===== config.mk =====
export PLATFORM = sky130hd
export DESIGN_NAME = fib_index
export DESIGN_NICKNAME = d
export VERILOG_FILES = /design/src/rtl/fib_index.sv
export SDC_FILE = /design/constraint.sdc
export NUM_CORES = 1
export LEC_CHECK = 0
export ABC_AREA = 1
export ABC_CLOCK_PERIOD_IN_PS = 2450
export BUFFER_PORTS_ARGS = -buffer_cell sky130_fd_sc_hd__buf_2
export CORE_ASPECT_RATIO = 1.25
export CORE_UTILIZATION = 45
export CTS_BUF_LIST = sky130_fd_sc_hd__clkbuf_16
export DETAILED_ROUTE_END_ITERATION = 8
export SLEW_MARGIN = 20
export SYNTH_ARGS = -nofsm -noshare
export SYNTH_HDL_FRONTEND = slang
export SYNTH_SLANG_ARGS = --single-unit

===== constraint.sdc =====
create_clock -name i_clk -period 2.45 [get_ports i_clk]
set_input_delay 0.1225 -clock i_clk [delete_from_list [all_inputs] [get_ports i_clk]]
set_output_delay 0.1225 -clock i_clk [all_outputs]
set_load 0.02 [all_outputs]

===== src/rtl/fib_index.sv =====
// Fibonacci index search: returns the largest n with fib(n) <= value,
// plus exact-match and overflow flags, by stepping the sequence one term per cycle.
module fib_index #(
  parameter int WIDTH = 32,
  parameter int IDXW  = 8
) (
  input  logic             i_clk,
  input  logic             i_rst_x,
  input  logic             i_in_valid,
  input  logic [WIDTH-1:0] i_in_value,
  output logic             o_in_ready,
  output logic             o_out_valid,
  input  logic             i_out_ready,
  output logic [IDXW-1:0]  o_out_index,
  output logic             o_out_exact,
  output logic             o_out_ovf
);

  typedef enum logic [1:0] {
    S_IDLE   = 2'd0,
    S_SEARCH = 2'd1,
    S_DONE   = 2'd2
  } state_t;

  state_t           r_state, w_state_nx;
  logic             r_in_ready, r_out_valid;
  logic [WIDTH-1:0] r_v, r_a;
  logic [WIDTH:0]   r_b;
  logic [IDXW-1:0]  r_n;
  logic [IDXW-1:0]  r_index;
  logic             r_exact, r_ovf;

  logic w_accept, w_hit, w_over, w_ovf, w_consume;

  assign w_accept  = (r_state == S_IDLE) && i_in_valid && r_in_ready;
  assign w_hit     = (r_a == r_v);
  assign w_over    = (r_a > r_v);
  // A is still below V but the next term no longer fits in WIDTH bits
  assign w_ovf     = r_b[WIDTH];
  assign w_consume = (r_state == S_DONE) && r_out_valid && i_out_ready;

  always_comb begin
    w_state_nx = r_state;
    case (r_state)
      S_IDLE:   if (w_accept) w_state_nx = S_SEARCH;
      S_SEARCH: if (w_hit || w_over || w_ovf) w_state_nx = S_DONE;
      S_DONE:   if (w_consume) w_state_nx = S_IDLE;
      default:  w_state_nx = S_IDLE;
    endcase
  end

  always_ff @(posedge i_clk or negedge i_rst_x) begin
    if (!i_rst_x) begin
      r_state     <= S_IDLE;
      r_in_ready  <= 1'b0;
      r_out_valid <= 1'b0;
    end else begin
      r_state     <= w_state_nx;
      r_in_ready  <= (w_state_nx == S_IDLE);
      r_out_valid <= (w_state_nx == S_DONE);
    end
  end

  always_ff @(posedge i_clk or negedge i_rst_x) begin
    if (!i_rst_x) begin
      r_v     <= '0;
      r_a     <= '0;
      r_b     <= {{WIDTH{1'b0}}, 1'b1};
      r_n     <= '0;
      r_index <= '0;
      r_exact <= 1'b0;
      r_ovf   <= 1'b0;
    end else begin
      if (w_accept) begin
        r_v <= i_in_value;
        r_a <= '0;
        r_b <= {{WIDTH{1'b0}}, 1'b1};
        r_n <= '0;
      end else if (r_state == S_SEARCH) begin
        if (w_hit) begin
          r_index <= r_n;
          r_exact <= 1'b1;
          r_ovf   <= 1'b0;
        end else if (w_over) begin
          r_index <= r_n - {{(IDXW-1){1'b0}}, 1'b1};
          r_exact <= 1'b0;
          r_ovf   <= 1'b0;
        end else if (w_ovf) begin
          r_index <= r_n;
          r_exact <= 1'b0;
          r_ovf   <= 1'b1;
        end else begin
          r_a <= r_b[WIDTH-1:0];
          r_b <= {1'b0, r_a} + r_b;
          r_n <= r_n + {{(IDXW-1){1'b0}}, 1'b1};
        end
      end
    end
  end

  assign o_in_ready  = r_in_ready;
  assign o_out_valid = r_out_valid;
  assign o_out_index = r_index;
  assign o_out_exact = r_exact;
  assign o_out_ovf   = r_ovf;

endmodule


-- Word level (Yosys, flattened, before mapping)
Index checks and enable logic that the tools add are counted.
- bits in registers: 119
- input bits: 36
- add/sub/neg operators: 3
- magnitude comparators: 1
- equal/unequal tests: 7
- multiplexer cells: 28
- bitwise logic cells: 1
- reductions and logical operators: 13
- operators by type and width (cell ; number):
    $mux W33 ; 5
    $mux W32 ; 5
    $mux W8 ; 8
    $add A32 B33 Y33 ; 1
    $eq A32 B32 Y1 ; 1
    $gt A32 B32 Y1 ; 1
    $add A8 B1 Y8 const B ; 1
    $sub A8 B1 Y8 const B ; 1
    $mux W1 ; 6
    $mux W2 ; 3
    $pmux W2 S3 ; 1
    $reduce_and A3 Y1 ; 2
    $eq A2 B2 Y1 const B ; 2
    $logic_and A1 B1 Y1 ; 4
    $logic_not A2 Y1 ; 2
    $ne A2 B2 Y1 const B ; 2
    $reduce_and A4 Y1 ; 1
    $reduce_bool A3 Y1 ; 1
    $eq A2 B1 Y1 const B ; 1
    $logic_or A1 B1 Y1 ; 2
    $ne A2 B1 Y1 const B ; 1
    $reduce_bool A2 Y1 ; 1
    $not A1 Y1 ; 1

-- Depth between registers and ports, before layout
Gate-level depths: netlist of run 1.
- depth after elaboration: 6
- depth in mapped cells: 18

-- Least setup slack after synthesis of run 1
No wires, ideal clock.
- path kind: register to register
- start: register r_a[0]
- end: register r_b[32]
- setup time: 0.128 ns
- arrival: 1.874 ns
- path slack: 0.448 ns
- stages on the path, launching flop included: 14
- path through: dfrtp_1 > ha_1 > fa_1 > nand2_1 > inv_1 > nand2_1 > nand3_1 > a21o_1 > nand2_1 > nand2_1 > a21oi_1 > nor2_1 > nor2_1 > nor2_1
- cells in the longest elaborated chain, start to end: 6
- elaborated cells between the ends (all ways): 11
- classes of those cells: add/sub (1); order compare (1); eq/ne (3); mux (5); reduce/logical (1)
- ends and longest elaborated chain (item ; line ; text):
    from (decl) ; 27 ; logic [WIDTH-1:0] r_v, r_a;
    from (signal assigned) ; 93 ; r_a <= r_b[WIDTH-1:0];
    $add A32 B33 Y33 ; 94 ; r_b <= {1'b0, r_a} + r_b;
    $mux W33 ; 88 ; end else if (w_ovf) begin
    $mux W33 ; 84 ; end else if (w_over) begin
    $mux W33 ; 80 ; if (w_hit) begin
    $mux W33 ; 79 ; end else if (r_state == S_SEARCH) begin
    $mux W33 ; 74 ; if (w_accept) begin
    to (signal assigned) ; 68 ; r_b <= {{WIDTH{1'b0}}, 1'b1};
    to (signal assigned) ; 77 ; r_b <= {{WIDTH{1'b0}}, 1'b1};
    to (signal assigned) ; 94 ;
    to (decl) ; 28 ; logic [WIDTH:0] r_b;
Several ways; a longest one is shown, not always the timed one. The select of a mux whose other input is x is not followed.
A chain may end at the register's enable or synchronous reset.

-- Worst setup path in the final report of run 1
- start: register r_a[5]
- end: register r_b[26]
Same word-level chain as after synthesis.

==> metrics.md, run 1 <==
| Metric | Value |
|---|---|
| Startpoint types | register |
| Count of final max-slew check failures | 0 |
| Post-synthesis register bit count | 119 |
| ANT nets after route | 0 |
| Largest net degree at the start of global routing | 49 |
| Endpoint class of the critical path | register |
| Nets | 1,330 |
| GPL Wtd Cong | 0.913 |
| # IOs | 48 |
| Final setup violating endpoints | 0 |
| Worst Skew | 0.0106 ns |
| Yosys top cell area share | 37.3% |
| Area Growth Syn to Fin | 23.5% |
| Pre-CTS setup slack | 0.0862 ns |
| Power density over the cells | 1190 nW/um2 |
| Post-route setup slack | 0.152 ns |
| Synth Instances | 1,111 |
| Final Hold Vio Count | 0 |
| Clock Latency Late Sink | 0.43 ns |
| Design area | 9770 um2 |
| Drt drc | 0 |
| Global-route wire length before repair | 32,600 um |
| Clock-pin slew on the worst setup and hold paths | 0.06 ns |
| Detailed Routing Iterations Pass 1 | 5 |
| Starting density of the core | 46.6% |
| Post-synth net total | 1,214 |
| CTS Buf Count | 17 |
| Tot GR Track Use | 22.9% |
| Final Util | 57.5% |
| Port bufs | 47 |
| MaxCap Viol Count | 0 |
| CORE AREA | 17,000 um2 |
| Clk buf depth | 2 |
| Tmin final | 2.30 ns |
| Area leader, netlist | dfrtp_1 |
| Fmax | 435 MHz |
| Via count | 7,102 |
| Initial DRC Count | 342 |
| DP HPWL | 14,700 um |
| Fill cells | 1,612 |
| Diodes inserted | 0 |
| Sequential area share after synthesis | 37.7% |
| Placed cells | 1,385 |
| Die area | 18,100 um2 |
| Hold_ws | 0.162 ns |
| Most used cell, CP | nand2_1 |
| CP cell instances | ha_1 > a21oi_2 > nor2_1 > nor2_1 > nand2_1 > nand2_1 > nand2_1 > nand2_2 > nand4_1 > nor2_4 > buf_12 > buf_12 > nand3_1 > nand2_1 |
| CTS tree | built |
| Die height | 150 um |
| GRT Residual Overflow | 0 |
| Row count | 53 |
| Final wirelength | 20,200 um |
| CTS root buffer | clkbuf_16 |
| Final Power | 11.7 mW |
| Avg WL per Cell | 13.8 um |
| Crit-path max FO | 10 |
| Number of distinct library cells after synthesis | 36 |
| Slew headroom | 57.5% |
| Ys Warns | 0 |
| Final setup TNS | 0 ns |
| Layout cells sized above 1 | 11.5% |
| Fin cells | 1,460 |
| Worst-Margin Slew | 0.637 ns |
| Worst path required time | 2.81 ns |
| Sink Count | 119 |
| Final period utilization | 93.8% |
| Mean Syn Cell Area | 7.12 um2 |
| Netlist Area Pre-Place | 7910 um2 |
| Synth top area cells | dfrtp_1, nand2_1, ha_1 |
| Max stage delay on crit path | 0.41 ns |
| Slowest CP cell | dfrtp_1 |
| Number of global-route vias before repair | 6,890 |
| Post-DP Area | 8580 um2 |
| Status | finished, final reports clean |
| Arr. time, crit path | 2.66 ns |
| H-tree levels | 4 |
| Die W | 121 um |
| Initial antenna violation count | 0 |
| VDD IR max | 0.554 mV |
| Crit path kind | register to register |
| Via/cell ratio | 4.86 |
| Worst min-delay path class | input pin to register |
| Pleak | 5.51 nW |
-- worst paths after layout --
check	slack, ns	to	startpoint	depth (start not counted)
min in group asynchronous	0.26	r_a[8]	i_rst_x	2
max reg2reg	0.15	r_b[26]	r_a[5]	14
min reg2reg	0.47	o_out_index[4]	o_out_index[4]	2
min	0.16	r_v[0]	i_in_valid	4
max	0.15	r_b[26]	r_a[5]	14
max in group asynchronous	1.44	r_a[28]	i_rst_x	3
-- layer usage --
layer | global-route usage [%] | part of all wire (%) | vias to the layer above
met5 | 0 | 0 | -
met4 | 7.96 | 2.1 | 0
met3 | 4.09 | 2.1 | 20
met2 | 40.9 | 51 | 88
met1 | 27.5 | 45 | 3241
li1 | - | - | 3753
-- repair_timing --
item                                    CTS  global route
hold buffers                             34             0
endpoints found under the hold margin    77             0
gates resized for setup                   0             7
setup buffers                             0             4
endpoints found under the setup margin    0            80
-- cells by family (layout without fill, tap and decap cells) --
| group | count (synthesis) | after routing | share of synthesized area (%) |
|---|---|---|---|
| adder cells (fa/ha/maj) | 67 | 67 | 10.7 |
| XOR/XNOR | 26 | 26 | 2.88 |
| AND/OR/NAND/NOR | 616 | 616 | 32.1 |
| flip-flops | 119 | 119 | 37.7 |
| buffers and inverters | 160 | 289 | 8.40 |
| AO/OA/AOI/OAI | 123 | 123 | 8.23 |
-- state kept, by name (all words and copies together), names as in the netlist, 2 cells and up --
name         flops
o_out_index      8
r_state          2
r_n              8
r_v             32
r_a             32
r_b             33
-- final cells by class --
type	count	area, um2	share of cell area [%]
sequential	119	2980	30.5
clock inverter	15	225	2.31
tap	220	275	2.82
clock buffer	17	425	4.35
multi-input combinational	832	4300	44.0
inverter	134	503	5.15
timing repair buffer	123	1060	10.9
-- critical path, delay by kind of cell (launching register included) --
kind	cells	cell delay (ns)
and+or+nand+nor	10	1.09
AOI/OAI and AO/OA	1	0.14
DFF	1	0.41
buffers and inverters	2	0.29
adders and majority gates	1	0.31
-- power by group --
group,switching [mW],internal (mW)
registers,0.499,2.68
clock network,0.984,1.81
logic,3.36,2.32
-- placed cells by master (no fill, tap or decap), types with 9 or more instances in the layout --
cell / n
a21oi_1: 56
buf_2: 46
buf_4: 32
clkbuf_16: 22
dfrtp_1: 118
dlygate4sd3_1: 34
ha_1: 66
inv_1: 133
nand2_1: 447
nand3_1: 44
nand4_1: 24
nor2_1: 71
o21ai_0: 50
xnor2_1: 17
xor2_1: 9
-- cells in the mapped netlist (all sizes together) --
cell type,number
nand2,449
inv,133
nand3b,6
buf,14
o21ai,51
nor2,75
dfrtp,118
a31oi,1
and3b,1
or2,6
clkbuf,12
dfstp,1
nor4,1
and2,2
o21bai,4
a21oi,59
a21o,6
fa,1
xor2,9
nor3,4
ha,66
o21a,2
nand4,26
xnor2,17
clkinv,1
nand3,46
(Power assumes the default switching activity.)
==> run 2: changes to the inputs <==
--- a/config.mk
+++ b/config.mk
@@ -8,9 +8,8 @@
 export ABC_AREA = 1
 export ABC_CLOCK_PERIOD_IN_PS = 2450
 export BUFFER_PORTS_ARGS = -buffer_cell sky130_fd_sc_hd__buf_2
-export CORE_ASPECT_RATIO = 1.25
 export CORE_UTILIZATION = 45
-export CTS_BUF_LIST = sky130_fd_sc_hd__clkbuf_16
+export CTS_BUF_LIST = sky130_fd_sc_hd__clkbuf_8
 export DETAILED_ROUTE_END_ITERATION = 8
 export SLEW_MARGIN = 20
 export SYNTH_ARGS = -nofsm -noshare
==> run 2 against run 1 <==
  * First-iteration DRC count is 18% higher
  * Sequential cell count unchanged
  * Sequential share of layout area rose by 1.4 points
  * Highest routed layer unchanged
  * Critical path type unchanged
==> metrics.md, run 2 (synthesis results as in run 1) <==
| Metric | Value |
|---|---|
| Top Registers | r_b x33, r_a x32, r_v x32 |
| Fin cells | 1,446 |
| Sequential Area | 2980 um2 |
| H-tree levels | 4 |
| Fill cells | 1,691 |
| Largest net degree at the start of global routing | 91 |
| Commonest non-fill, non-tap cell in the layout | nand2_1 |
| Most flop-heavy register | r_b |
| # IOs | 48 |
| Number of global-route vias before repair | 6,597 |
| Via count | 7,022 |
| Worst-Margin Slew | 0.577 ns |
| Pre-CTS setup slack | 0.0980 ns |
| DP HPWL | 14,400 um |
| Layout cells sized above 1 | 9.99% |
| ANT nets after route | 0 |
| GPL Wtd Cong | 0.891 |
| Area Growth Syn to Fin | 17.9% |
| Area of the multi-input gates | 4290 um2 |
| Final wirelength | 19,100 um |
| Port bufs | 47 |
| Drt drc | 0 |
| Sink Count | 119 |
| Nets | 1,311 |
| Die area | 18,100 um2 |
| Crit-path max FO | 4 |
| Clock Latency Late Sink | 0.45 ns |
| VDD IR max | 0.551 mV |
| Startpoint types | register |
| Fmax | 440 MHz |
| Placed cells | 1,379 |
| Worst path required time | 2.80 ns |
| Initial DRC Count | 405 |
| CTS tree | built |
| Clock-pin slew on the worst setup and hold paths | 0.08 ns |
| Arr. time, crit path | 2.62 ns |
| Starting density of the core | 45.9% |
| Status | finished, final reports clean |
| Die height | 135 um |
| Pleak | 5.30 nW |
| Tmin final | 2.27 ns |
| CTS root buffer | clkbuf_8 |
| Row count | 48 |
| Avg WL per Cell | 13.2 um |
| Final Hold Vio Count | 0 |
| Power density over the cells | 1110 nW/um2 |
| Count of final max-slew check failures | 0 |
| Final setup TNS | 0 ns |
| Die W | 135 um |
| Clk buf depth | 2 |
| MaxCap Viol Count | 0 |
| Global-route wire length before repair | 31,800 um |
| Endpoint class of the critical path | register |
| Slew headroom | 61.5% |
| Setup repair after global routing missed its margin | yes |
| CTS Buf Count | 17 |
| Diodes inserted | 0 |
| Crit path kind | register to register |
| Commonest cells after routing, fill and taps aside | nand2_1, inv_1, dfrtp_1 |
| Via/cell ratio | 4.86 |
| Detailed Routing Iterations Pass 1 | 5 |
| Worst min-delay path class | input pin to register |
| Tot GR Track Use | 22.3% |
| Initial antenna violation count | 0 |
| Worst Skew | 0.0108 ns |
| Max reg flops | 33 |
| Final Util | 54.1% |
| Final period utilization | 92.8% |
| Post-route setup slack | 0.177 ns |
| Final setup violating endpoints | 0 |
| Final Power | 10.4 mW |
| GRT Residual Overflow | 0 |
| CORE AREA | 17,200 um2 |
## run 2: changes by cell type in the layout (fill, tap and decap cells not counted), sizes merged
| cell | before | now |
|---|---|---|
| buf | 84 | 70 |
| clkbuf | 22 | 18 |
| inv | 138 | 137 |
| clkinv | 3 | 5 |
| clkinvlp | 3 | 1 |
## run 2: critical path, stage by stage (launching register included)
cell and delay, ns:
dfrtp_1 0.41, ha_2 0.23, fa_1 0.42, nand2_1 0.09
nand3_1 0.15, nand2_1 0.10, nand2_1 0.16, nand2_1 0.10
nand3_1 0.09, or2_2 0.29, nand3_1 0.08, nand2_1 0.05
## run 2: where the power goes
group | switching [mW] | internal (mW)
Clock | 0.837 | 1.23
Sequential | 0.509 | 2.68
Combinational | 3.16 | 1.98
Total | 4.50 | 5.88
## run 2: layout make-up
class | instances | area share, %
clock buffers | 18 | 2.66
clock inverters | 14 | 2.21
inverters | 134 | 5.39
multi-input cells | 832 | 46.0
flip-flops and latches | 119 | 31.9
well taps | 225 | 3.02
repair buffers | 104 | 8.76
## run 2: routing by layer
layer  share of wire, %  global-route usage, %  up-vias
met5                  0                      0        -
met4                1.8                   7.24        0
met3                3.5                   4.09       31
met2                 44                   35.1      113
met1                 51                   31.1     3164
li1                   -                      -     3714
## run 2: per-stage QoR
step                cell area [um2]  hold slack, ns
global placement               8500          0.0878
CTS                            9300           0.121
finish                         9330           0.132
global route                   9330           0.154
detailed placement             8500          0.0809
floorplan                      7910          -0.173
## run 2: final timing paths
path / startpoint / to / slack (ns) / cells past startpoint
setup / recovery: r_a[0] / r_b[22] / 0.18 / 11
hold / removal: i_in_valid / r_v[0] / 0.13 / 4
setup reg to reg: r_a[0] / r_b[22] / 0.18 / 11
hold reg to reg: o_out_index[1] / o_out_index[1] / 0.48 / 2
max in group asynchronous: i_rst_x / r_a[23] / 1.47 / 3
min in group asynchronous: i_rst_x / r_v[4] / 0.14 / 2
## run 2: timing repair
| item | 4_1_cts | 5_1_grt |
|---|---|---|
| resized for setup | 0 | 7 |
| setup buffers | 0 | 1 |
| hold endpoints to repair | 63 | 0 |
| hold buffers | 34 | 0 |
| endpoints found under the setup margin | 0 | 64 |
==> run 3: changes to the inputs <==
--- a/config.mk
+++ b/config.mk
@@ -8,7 +8,7 @@
 export ABC_AREA = 1
 export ABC_CLOCK_PERIOD_IN_PS = 2450
 export BUFFER_PORTS_ARGS = -buffer_cell sky130_fd_sc_hd__buf_2
-export CORE_UTILIZATION = 45
+export CORE_UTILIZATION = 40
 export CTS_BUF_LIST = sky130_fd_sc_hd__clkbuf_8
 export DETAILED_ROUTE_END_ITERATION = 8
 export SLEW_MARGIN = 20
==> run 3 against run 2 <==
  * Sequential cell count stayed put
  * Maximum frequency is 2.0% lower
  * Non-clock buffer count is 6 higher
  * First-iteration DRC count is 3.2% higher
  * Combinational power is 3% higher
==> metrics.md, run 3 (synthesis results as in run 1) <==
| Metric | Value |
|---|---|
| Status | finished, final reports clean |
| Slew headroom | 70.7% |
| Count of final max-slew check failures | 0 |
| Clock Latency Late Sink | 0.45 ns |
| Die W | 143 um |
| Detailed Routing Iterations Pass 1 | 5 |
| CORE AREA | 19,400 um2 |
| ANT nets after route | 0 |
| Initial antenna violation count | 0 |
| H-tree levels | 4 |
| Worst Skew | 0.0163 ns |
| Power density over the cells | 1090 nW/um2 |
| Final period utilization | 94.7% |
| CTS Buf Count | 17 |
| Top Registers | r_b x33, r_a x32, r_v x32 |
| Diodes inserted | 0 |
| Commonest non-fill, non-tap cell in the layout | nand2_1 |
| Drt drc | 0 |
| Worst path required time | 2.84 ns |
| Hold_ws | 0.101 ns |
| VDD IR max | 0.403 mV |
| Via count | 7,058 |
| GPL Wtd Cong | 0.894 |
| Largest net degree at the start of global routing | 73 |
| # IOs | 48 |
| Clk buf depth | 2 |
| Most flop-heavy register | r_b |
| Placed cells | 1,421 |
| Sink Count | 119 |
| GRT Residual Overflow | 0 |
| Die height | 143 um |
| Area Growth Syn to Fin | 18.8% |
| Initial DRC Count | 418 |
| Row count | 51 |
| Via/cell ratio | 4.73 |
| Tot GR Track Use | 20.4% |
| Die area | 20,300 um2 |
| Worst-Margin Slew | 0.436 ns |
| Number of global-route vias before repair | 6,586 |
| Fmax | 431 MHz |
| CTS root buffer | clkbuf_8 |
| Arr. time, crit path | 2.71 ns |
| Fin cells | 1,491 |
| Port bufs | 47 |
| Clock-pin slew on the worst setup and hold paths | 0.07 ns |
| DP HPWL | 14,600 um |
| Pleak | 5.30 nW |
| MaxCap Viol Count | 0 |
| Final Hold Vio Count | 0 |
| CTS tree | built |
| Global-route wire length before repair | 32,500 um |
| Max reg flops | 33 |
| Final Util | 48.4% |
| Crit-path max FO | 39 |
| Setup repair after global routing missed its margin | no |
| Nets | 1,317 |
| Layout cells sized above 1 | 10.9% |
| Startpoint types | register |
| Reg2reg path depth | 13 |
| Commonest cells after routing, fill and taps aside | nand2_1, inv_1, dfrtp_1 |
| Starting density of the core | 40.8% |
| Crit path kind | register to register |
| Avg WL per Cell | 13.0 um |
| Worst min-delay path class | input pin to asynchronous set/reset pin |
| Final setup violating endpoints | 0 |
| R2r setup slk | 0.13 ns |
| Tmin final | 2.32 ns |
| Final wirelength | 19,400 um |
| Endpoint class of the critical path | register |
run 3: cell types whose count changed in the layout (fill, tap and decap cells not counted), moves of 3 or more:
| cell | before | now |
|---|---|---|
| clkbuf_8 | 18 | 21 |
| nor2_1 | 72 | 69 |
| bufinv_16 | 5 | 2 |
| buf_4 | 18 | 24 |
run 3: final timing paths:
path / from / end
max: r_a[31] / r_b[0]
min: i_rst_x / r_b[2]
max reg2reg: r_a[31] / r_b[0]
min reg2reg: o_out_index[5] / o_out_index[5]
max in group asynchronous: i_rst_x / r_a[9]
min in group i_clk: i_in_valid / r_v[0]
run 3: stage by stage:
stage                     cell area [um2]  setup TNS, ns  power, mW  setup slack [ns]
after floorplan                      7910              0       6.89             0.448
after global placement               8580        -0.0104       8.23           -0.0104
after detailed placement             8580       -0.00749       8.33          -0.00295
after CTS                            9320              0       10.2            0.0352
after global routing                 9390              0       11.3           0.00249
final                                9390              0       10.3             0.130
run 3: metal layers:
metal | GRT usage, % | part of all wire (%)
met1 | 28.2 | 50
met2 | 32.0 | 45
met3 | 4.34 | 3.3
met4 | 6.17 | 1.7
met5 | 0 | 0
run 3: final cells by class:
type	count	area, um2
Tap cell	265	332
Multi-Input combinational cell	832	4310
Sequential cell	119	2980
Clock inverter	10	105
Fill cell	1985	10000
Timing Repair Buffer	110	871
Inverter	134	503
Clock buffer	21	289
run 3: report_power, final:
part           leakage, nW  switching, mW  internal, mW  total [mW]
Combinational         3.53           3.22          2.04        5.26
Sequential            1.56          0.497          2.68        3.18
Clock                0.207          0.820         0.993        1.81
run 3: critical path, cell delays in order (launching register included):
cell,delay (ns)
dfrtp_1,0.44
ha_1,0.33
nand2_1,0.09
nor2_2,0.15
nand2_2,0.10
and3b_1,0.25
nand2_2,0.06
buf_4,0.14
nand2_4,0.13
nand3_4,0.10
nand3_4,0.11
buf_12,0.21
nand2_1,0.08
nand2_1,0.07
run 3: repair_timing:
action / CTS / global route
endpoints found under the hold margin: 153 / 0
resized for setup: 2 / 13
setup buffers: 0 / 5
pin swaps: 0 / 3
cloned: 0 / 0
endpoints found under the setup margin: 20 / 87
hold buffers: 34 / 0
